--- src/rtl/nibble_serial_adder_ctrl.sv ---
// Iterative WIDTH-bit adder controller driving an external 4-bit adder one nibble per cycle, LSB first.
// Optional build macro OVERFLOW_FLAG_EN adds a registered signed-overflow output 'ovf'.
module nibble_serial_adder_ctrl #(
    parameter int WIDTH = 16
) (
    input  logic             clk,
    input  logic             rst_n,
    input  logic             in_valid,
    output logic             in_ready,
    input  logic [WIDTH-1:0] a,
    input  logic [WIDTH-1:0] b,
    input  logic             cin,
    output logic [3:0]       add_a,
    output logic [3:0]       add_b,
    output logic             add_cin,
    input  logic [3:0]       add_sum,
    input  logic             add_cout,
    output logic             out_valid,
    input  logic             out_ready,
    output logic [WIDTH-1:0] sum,
    output logic             cout,
`ifdef OVERFLOW_FLAG_EN
    output logic             ovf,
`endif
    output logic             busy
);

    localparam int NIB  = WIDTH / 4;
    localparam int IDXW = $clog2(NIB);
    localparam logic [IDXW-1:0] LAST_IDX = IDXW'(NIB - 1);

    typedef enum logic [1:0] {
        IDLE,
        RUN,
        DONE
    } state_t;

    state_t            state;
    state_t            state_next;
    logic [WIDTH-1:0]  a_q;
    logic [WIDTH-1:0]  b_q;
    logic [WIDTH-5:0]  acc_q;
    logic [WIDTH-1:0]  acc_shift;
    logic [WIDTH-1:0]  sum_q;
    logic              carry_q;
    logic              cout_q;
    logic [IDXW-1:0]   idx_q;
    logic              accept;
    logic              last_nib;

    always_ff @(posedge clk or negedge rst_n) begin
        if (!rst_n) begin
            state <= IDLE;
        end else begin
            state <= state_next;
        end
    end

    always_comb begin
        state_next = state;
        in_ready   = 1'b0;
        out_valid  = 1'b0;
        busy       = 1'b0;
        add_a      = 4'd0;
        add_b      = 4'd0;
        add_cin    = 1'b0;
        accept     = 1'b0;
        last_nib   = 1'b0;
        case (state)
            IDLE: begin
                in_ready = 1'b1;
                if (in_valid) begin
                    accept     = 1'b1;
                    state_next = RUN;
                end
            end
            RUN: begin
                busy    = 1'b1;
                add_a   = a_q[3:0];
                add_b   = b_q[3:0];
                add_cin = carry_q;
                if (idx_q == LAST_IDX) begin
                    last_nib   = 1'b1;
                    state_next = DONE;
                end
            end
            DONE: begin
                busy      = 1'b1;
                out_valid = 1'b1;
                if (out_ready) begin
                    state_next = IDLE;
                end
            end
            default: state_next = IDLE;
        endcase
    end

    // Operands shift right so the active nibble is always at [3:0]; sums enter acc from the top.
    assign acc_shift = {add_sum, acc_q};

    always_ff @(posedge clk or negedge rst_n) begin
        if (!rst_n) begin
            a_q     <= '0;
            b_q     <= '0;
            acc_q   <= '0;
            sum_q   <= '0;
            carry_q <= 1'b0;
            cout_q  <= 1'b0;
            idx_q   <= '0;
        end else if (accept) begin
            a_q     <= a;
            b_q     <= b;
            carry_q <= cin;
            idx_q   <= '0;
        end else if (state == RUN) begin
            a_q     <= a_q >> 4;
            b_q     <= b_q >> 4;
            carry_q <= add_cout;
            idx_q   <= idx_q + IDXW'(1);
            acc_q   <= acc_shift[WIDTH-1:4];
            if (last_nib) begin
                sum_q  <= acc_shift;
                cout_q <= add_cout;
            end
        end
    end

`ifdef OVERFLOW_FLAG_EN
    logic ovf_q;

    // On the last nibble a_q[3]/b_q[3] hold the original operand sign bits.
    always_ff @(posedge clk or negedge rst_n) begin
        if (!rst_n) begin
            ovf_q <= 1'b0;
        end else if (state == RUN && last_nib) begin
            ovf_q <= (a_q[3] == b_q[3]) & (add_sum[3] != a_q[3]);
        end
    end

    assign ovf = ovf_q;
`endif

    assign sum  = sum_q;
    assign cout = cout_q;

endmodule

--- config.mk ---
export PLATFORM = sky130hd
export DESIGN_NAME = nibble_serial_adder_ctrl
export DESIGN_NICKNAME = d
export VERILOG_FILES = /design/src/rtl/nibble_serial_adder_ctrl.sv
export SDC_FILE = /design/constraint.sdc
export NUM_CORES = 1
export LEC_CHECK = 0
export CAP_MARGIN = 15
export CORE_ASPECT_RATIO = 1.5
export CORE_UTILIZATION = 44
export CTS_CLUSTER_SIZE = 12
export DETAILED_ROUTE_END_ITERATION = 6
export GPL_ROUTABILITY_DRIVEN = 1
export PLACE_DENSITY = 0.75
export SLEW_MARGIN = 10
export SYNTH_ARGS = -nofsm -noshare
export SYNTH_HDL_FRONTEND = slang
export SYNTH_SLANG_ARGS = --single-unit
export TNS_END_PERCENT = 10
--- constraint.sdc ---
create_clock -name clk -period 2 [get_ports clk]
set_clock_uncertainty 0.2 [all_clocks]
set_input_delay 0.5 -clock clk [delete_from_list [all_inputs] [get_ports clk]]
set_output_delay 0.5 -clock clk [all_outputs]
set_load 0.005 [all_outputs]
Yosys cells after proc, flatten, opt, wreduce, memory -nomap -nowiden
Cells that the tools add are included.
{ "totals": {"out_inout_bits": 29, "input_bits": 42, "word_cells": 44, "reg_bits": 66} }
{ "classes": {"bitwise": 1, "eq_ne": 6, "add_sub_neg": 1, "reduce_logical": 6, "muxes": 22} }
{ "ops": {"columns": ["op", "n"], "rows": [
  ["$mux W16", 4],
  ["$mux W1", 10],
  ["$mux W2", 5],
  ["$mux W4", 2],
  ["$ne A2 B2 Y1 const B", 3],
  ["$pmux W2 S3", 1],
  ["$reduce_and A3 Y1", 2],
  ["$eq A2 B2 Y1 const B", 2],
  ["$add A2 B1 Y2 const B", 1],
  ["$eq A2 B1 Y1 const B", 1],
  ["$logic_not A2 Y1", 1],
  ["$reduce_and A2 Y1", 1],
  ["$reduce_bool A2 Y1", 1],
  ["$reduce_or A2 Y1", 1],
  ["$not A1 Y1", 1]
]} }

Depth between registers and ports, before layout
Gate-level depths: netlist of run 1.
{ "logic_depth": {"depth_word": 4, "ltp_mapped": 8, "mapped_depth_nobuf": 5} }

Worst setup path after synthesis of run 1
No wires, ideal clock.
{ "synth_timing": {"path_type": "reg-to-reg", "from": "reg state[0]", "to": "reg sum_q[10], in the netlist sum[10]", "n_path_buf": 2, "period_less_slack_ns": 1.917, "setup_slack_ns": 0.083, "stages_incl_launch_ff": 8, "arrival_ns": 1.589, "cell_sequence": "dfrtp_1 inv_1 ha_1 and2_1 buf_4 nor2_8 buf_6 mux2_1"} }
{ "synth_between": {"elab_chain_len": 4, "elab_cells_between_ends": 6, "cone_classes": "1 x eq/ne; 2 x mux; 1 x bitwise; 2 x reduce/logical"} }
{ "synth_lines": {"columns": ["element", "line_no", "source"], "rows": [
  ["start: declaration", "38", "state_t state;"],
  ["start signal: assignment", "55", "state <= state_next;"],
  ["$logic_not A2 Y1", "69", "case (state)"],
  ["$mux W1", "69", null],
  ["$not A1 Y1 (no source line)", null, null],
  ["$reduce_and A3 Y1 (no source line) *", null, null],
  ["end signal: assignment", "122", "sum_q <= acc_shift;"],
  ["end: declaration", "44", "logic [WIDTH-1:0] sum_q;"]
]} }
Every way passes the cells marked *; elsewhere a longest branch is shown, timed or not.
A chain may end at the register's enable or synchronous reset.

Worst setup path after layout of run 1
{ "layout_timing": {"from": "reg state[0]", "to": "out add_cin"} }
{ "layout_between": {"elab_chain_len": 2} }
{ "layout_lines": {"columns": ["element", "line_no", "source"], "rows": [
  ["$eq A2 B1 Y1", "69", null],
  ["$mux W1", "69", null],
  ["end: declaration", "15", "output logic add_cin,"]
]} }
Every way passes these cells.

==> results_dict.tcl, run 1 <==
set metrics [dict create \
    seqCellArea_um2 1652 \
    vias_per_cell 5.060 \
    cts_inserted_buffers 9 \
    vias 2029 \
    num_rows 35 \
    globalplace.congestion 0.6944 \
    synth_seq_cells 66 \
    drt.antenna.violating_nets 0 \
    routedWlPerCell_um 13.39 \
    cts-htree-levels 3 \
    detailedPlacementHpwl_mm 3.697 \
    max_cap_viol_count 0 \
    largest_net_degree_at_the_start_of_global_routing 67 \
    slew-limit-headroom_pct 73.82 \
    final-hold-violation-count 0 \
    run_status "finished clean" \
    worstPathMaxFanout 6 \
    most_common_library_cell_in_the_layout_ignoring_fill_and_taps "dfrtp_1" \
    arrival_ns 1.30 \
    leakage_uw 0.001796 \
    dieHeight_um 101.4 \
    final_period_minus_worst_setup_slack_ns 1.996 \
    length_of_the_first_detailed_routing_pass_in_iterations 4 \
    drive_above_1_share_pct 25.38 \
    worst-slew-pin-transition_ns 0.3927 \
    grt_pass1_wl_mm 9.101 \
    cts_tree "done" \
    fmaxAchievable_mhz 501.0 \
    ir_drop_uv 832.8 \
    cpMaxStageDelayCell "dfrtp_1" \
    power.density_nw_per_um2 1488 \
    core_area_um2 6262 \
    setup.worst_path.class "reg -> out" \
    crit_path_frequent_cell "buf_6" \
    die_width_um 68.25 \
    layout.cells.non_filler 401 \
    timing.hold.worst.class "reg -> reg" \
    fillCellCount 491 \
    synth_nets 287 \
    drt-initial-drc-count 72 \
    initial_core_util_pct 46.25 \
    ys_types 20 \
    fraction_of_the_cycle_the_final_worst_path_needs_pct 99.81 \
    drt_drc_violations_left 0 \
    routed_wl_mm 5.371 \
    synthesis.area_per_instance_um2 12.12 \
    ios 71 \
    layout.nets 370 \
    grt.total_usage_pct 17.78 \
    synth-warning-count 0 \
    post-synth-top-area-fraction_pct 57.02 \
    mapped_area_um2 2897 \
    synth_largest_area_cell "dfrtp_1" \
    r2r.worst_path.cells 7 \
    finalCoreUtilization_pct 65.19 \
    multi_input_area_um2 1227 \
    die_area_um2 6918 \
    timing.critical_path.from_type "flip-flop" \
    whs_path_depth 1 \
    synth_sequential_area_ratio_pct 57.02 \
    req_time_crit_path_ns 1.30 \
    setup_failing_eps_final 0 \
    crit_chain "ha_4 -> buf_6 -> and2_4 -> buf_6" \
    clkTransAtPathRegs_ns 0.07 \
    commonest_cells_after_routing_fill_and_taps_aside "66 x dfrtp_1, 57 x clkdlybuf4s50_1, 33 x nand2_1, 33 x o21ai_0, 26 x mux2i_1" \
    synth_top_cells_by_area "dfrtp_1 57%, mux2i_1 9.0%, mux2_2 8.2%, o21ai_0 5.7%, nand2_1 4.3%" \
    clk_latency_ns 0.33 \
    overflow 0 \
    synthCells 239 \
    root_buffer_master "clkbuf_8" \
    setup.worst_path.end_class "output port" \
    clock_sinks 66 \
    antenna_found_initial 0 \
    numPortBuffers 70 \
    area_growth_syn_to_layout_pct 40.95 \
    slew_viol_final 0 \
    dp.cells 380 \
    num_antenna_cells 0 \
    grt_pass1_vias 2078 \
    rsz0062_at_grt "yes" \
    crit_path_largest_cell_delay_ns 0.42 \
    clk_path_buf_depth 2 \
]
[through the flow]
stage / setup TNS [ns] / hold slack (ns) / power, µW / setup slack [ns] / instance area, µm²
3_3_place_gp: -3.132 / 0.2665 / 4565 / -0.1210 / 3720
6_report: 0 / 0.2836 / 6075 / 0.003801 / 4083
4_1_cts: -0.1615 / 0.2893 / 6077 / -0.02126 / 4043
5_1_grt: -0.8289 / 0.3058 / 6542 / -0.05570 / 4083
3_5_place_dp: -3.621 / 0.2737 / 4677 / -0.1337 / 3720
2_1_floorplan: 0 / 0.004409 / 3668 / 0.08335 / 2897
[synth_stat cells]
cell and instances:
mux2_2 21, o21ai_0 33, nand2_1 33, clkbuf_1 4, xnor2_1 1, a222oi_1 1, nand2b_1 8, dfrtp_1 66
buf_2 6, inv_1 5, and2_1 10, mux2_1 10, nor2_1 2, mux2i_1 26, ha_1 6, nand3_2 1
buf_6 1, clkbuf_2 1, nor2_8 1, buf_4 3
[cell type report]
class	instances	share of cell area (%)
clock buffer	11	3.463
clock inverter	5	1.900
inverter	5	0.5823
multi-input combinational	154	30.06
sequential	66	40.45
tap	74	2.268
timing repair buffer	86	21.27
[routing by layer]
metal / global-route usage (%) / vias to the layer above / part of all wire, %
met5: 0 / - / 0
met4: 9.615 / 0 / 2.3
met3: 3.378 / 12 / 3.5
met2: 29.49 / 49 / 52
met1: 21.15 / 991 / 42
li1: - / 977 / -
[critical path, delay by kind of cell (launching register included)]
| kind | cells | cell delay, ns |
|---|---|---|
| buffers and inverters | 2 | 0.23 |
| AND/OR/NAND/NOR | 1 | 0.14 |
| adder cells (fa/ha/maj) | 1 | 0.18 |
| flip-flops | 1 | 0.42 |
[final timing paths]
kind / startpoint / to / slack [ns]
min in group asynchronous: rst_n / acc_q[10]$_DFFE_PN0P_ / 0.51
max in group asynchronous: rst_n / acc_q[0]$_DFFE_PN0P_ / 0.82
worst max-delay path: state[0]$_DFFE_PN0P_ / add_cin / 0.004
worst min register to register: sum[10]$_DFFE_PN0P_ / sum[10]$_DFFE_PN0P_ / 0.28
worst min-delay path: sum[10]$_DFFE_PN0P_ / sum[10]$_DFFE_PN0P_ / 0.28
worst max register to register: state[1]$_DFFE_PN0P_ / sum[0]$_DFFE_PN0P_ / 0.04
[flip-flops by register name, summed over array words and instances, names as in the netlist]
register / count
carry_q: 1
b_q: 16
a_q: 16
state: 2
acc_q: 12
cout: 1
sum: 16
idx_q: 2
[cells by family after synthesis]
kind of cell,Yosys count,synth area share (%)
flops,66,57.02
mux,57,21.04
simple gates,55,9.460
compound gates,34,6.048
buf+inv,20,3.542
fa+ha+maj,6,2.592
xor+xnor,1,0.3024
[power breakdown]
group          internal [µW]  total, µW  switching, µW
clock                    732       1220            484
combinational           1510       2530           1020
sequential              1980       2320            347
total                   4220       6070           1850
[what timing repair did]
item                       in CTS  in global routing
setup buffers                   2                  1
setup endpoints to repair      18                 42
gates resized for setup        78                  4
pin swaps                       7                  2
hold buffers                    1                  0
cloned                          0                  1
hold endpoints to repair       66                  0
Power figures use the tool's default switching activity.
==> run 2: changes to the inputs <==
--- a/config.mk
+++ b/config.mk
@@ -5,10 +5,8 @@
 export SDC_FILE = /design/constraint.sdc
 export NUM_CORES = 1
 export LEC_CHECK = 0
-export CAP_MARGIN = 15
 export CORE_ASPECT_RATIO = 1.5
 export CORE_UTILIZATION = 44
-export CTS_CLUSTER_SIZE = 12
 export DETAILED_ROUTE_END_ITERATION = 6
 export GPL_ROUTABILITY_DRIVEN = 1
 export PLACE_DENSITY = 0.75
==> results of run 2 <==
No change in the layout: final DEF, timing and power equal those of run 1.
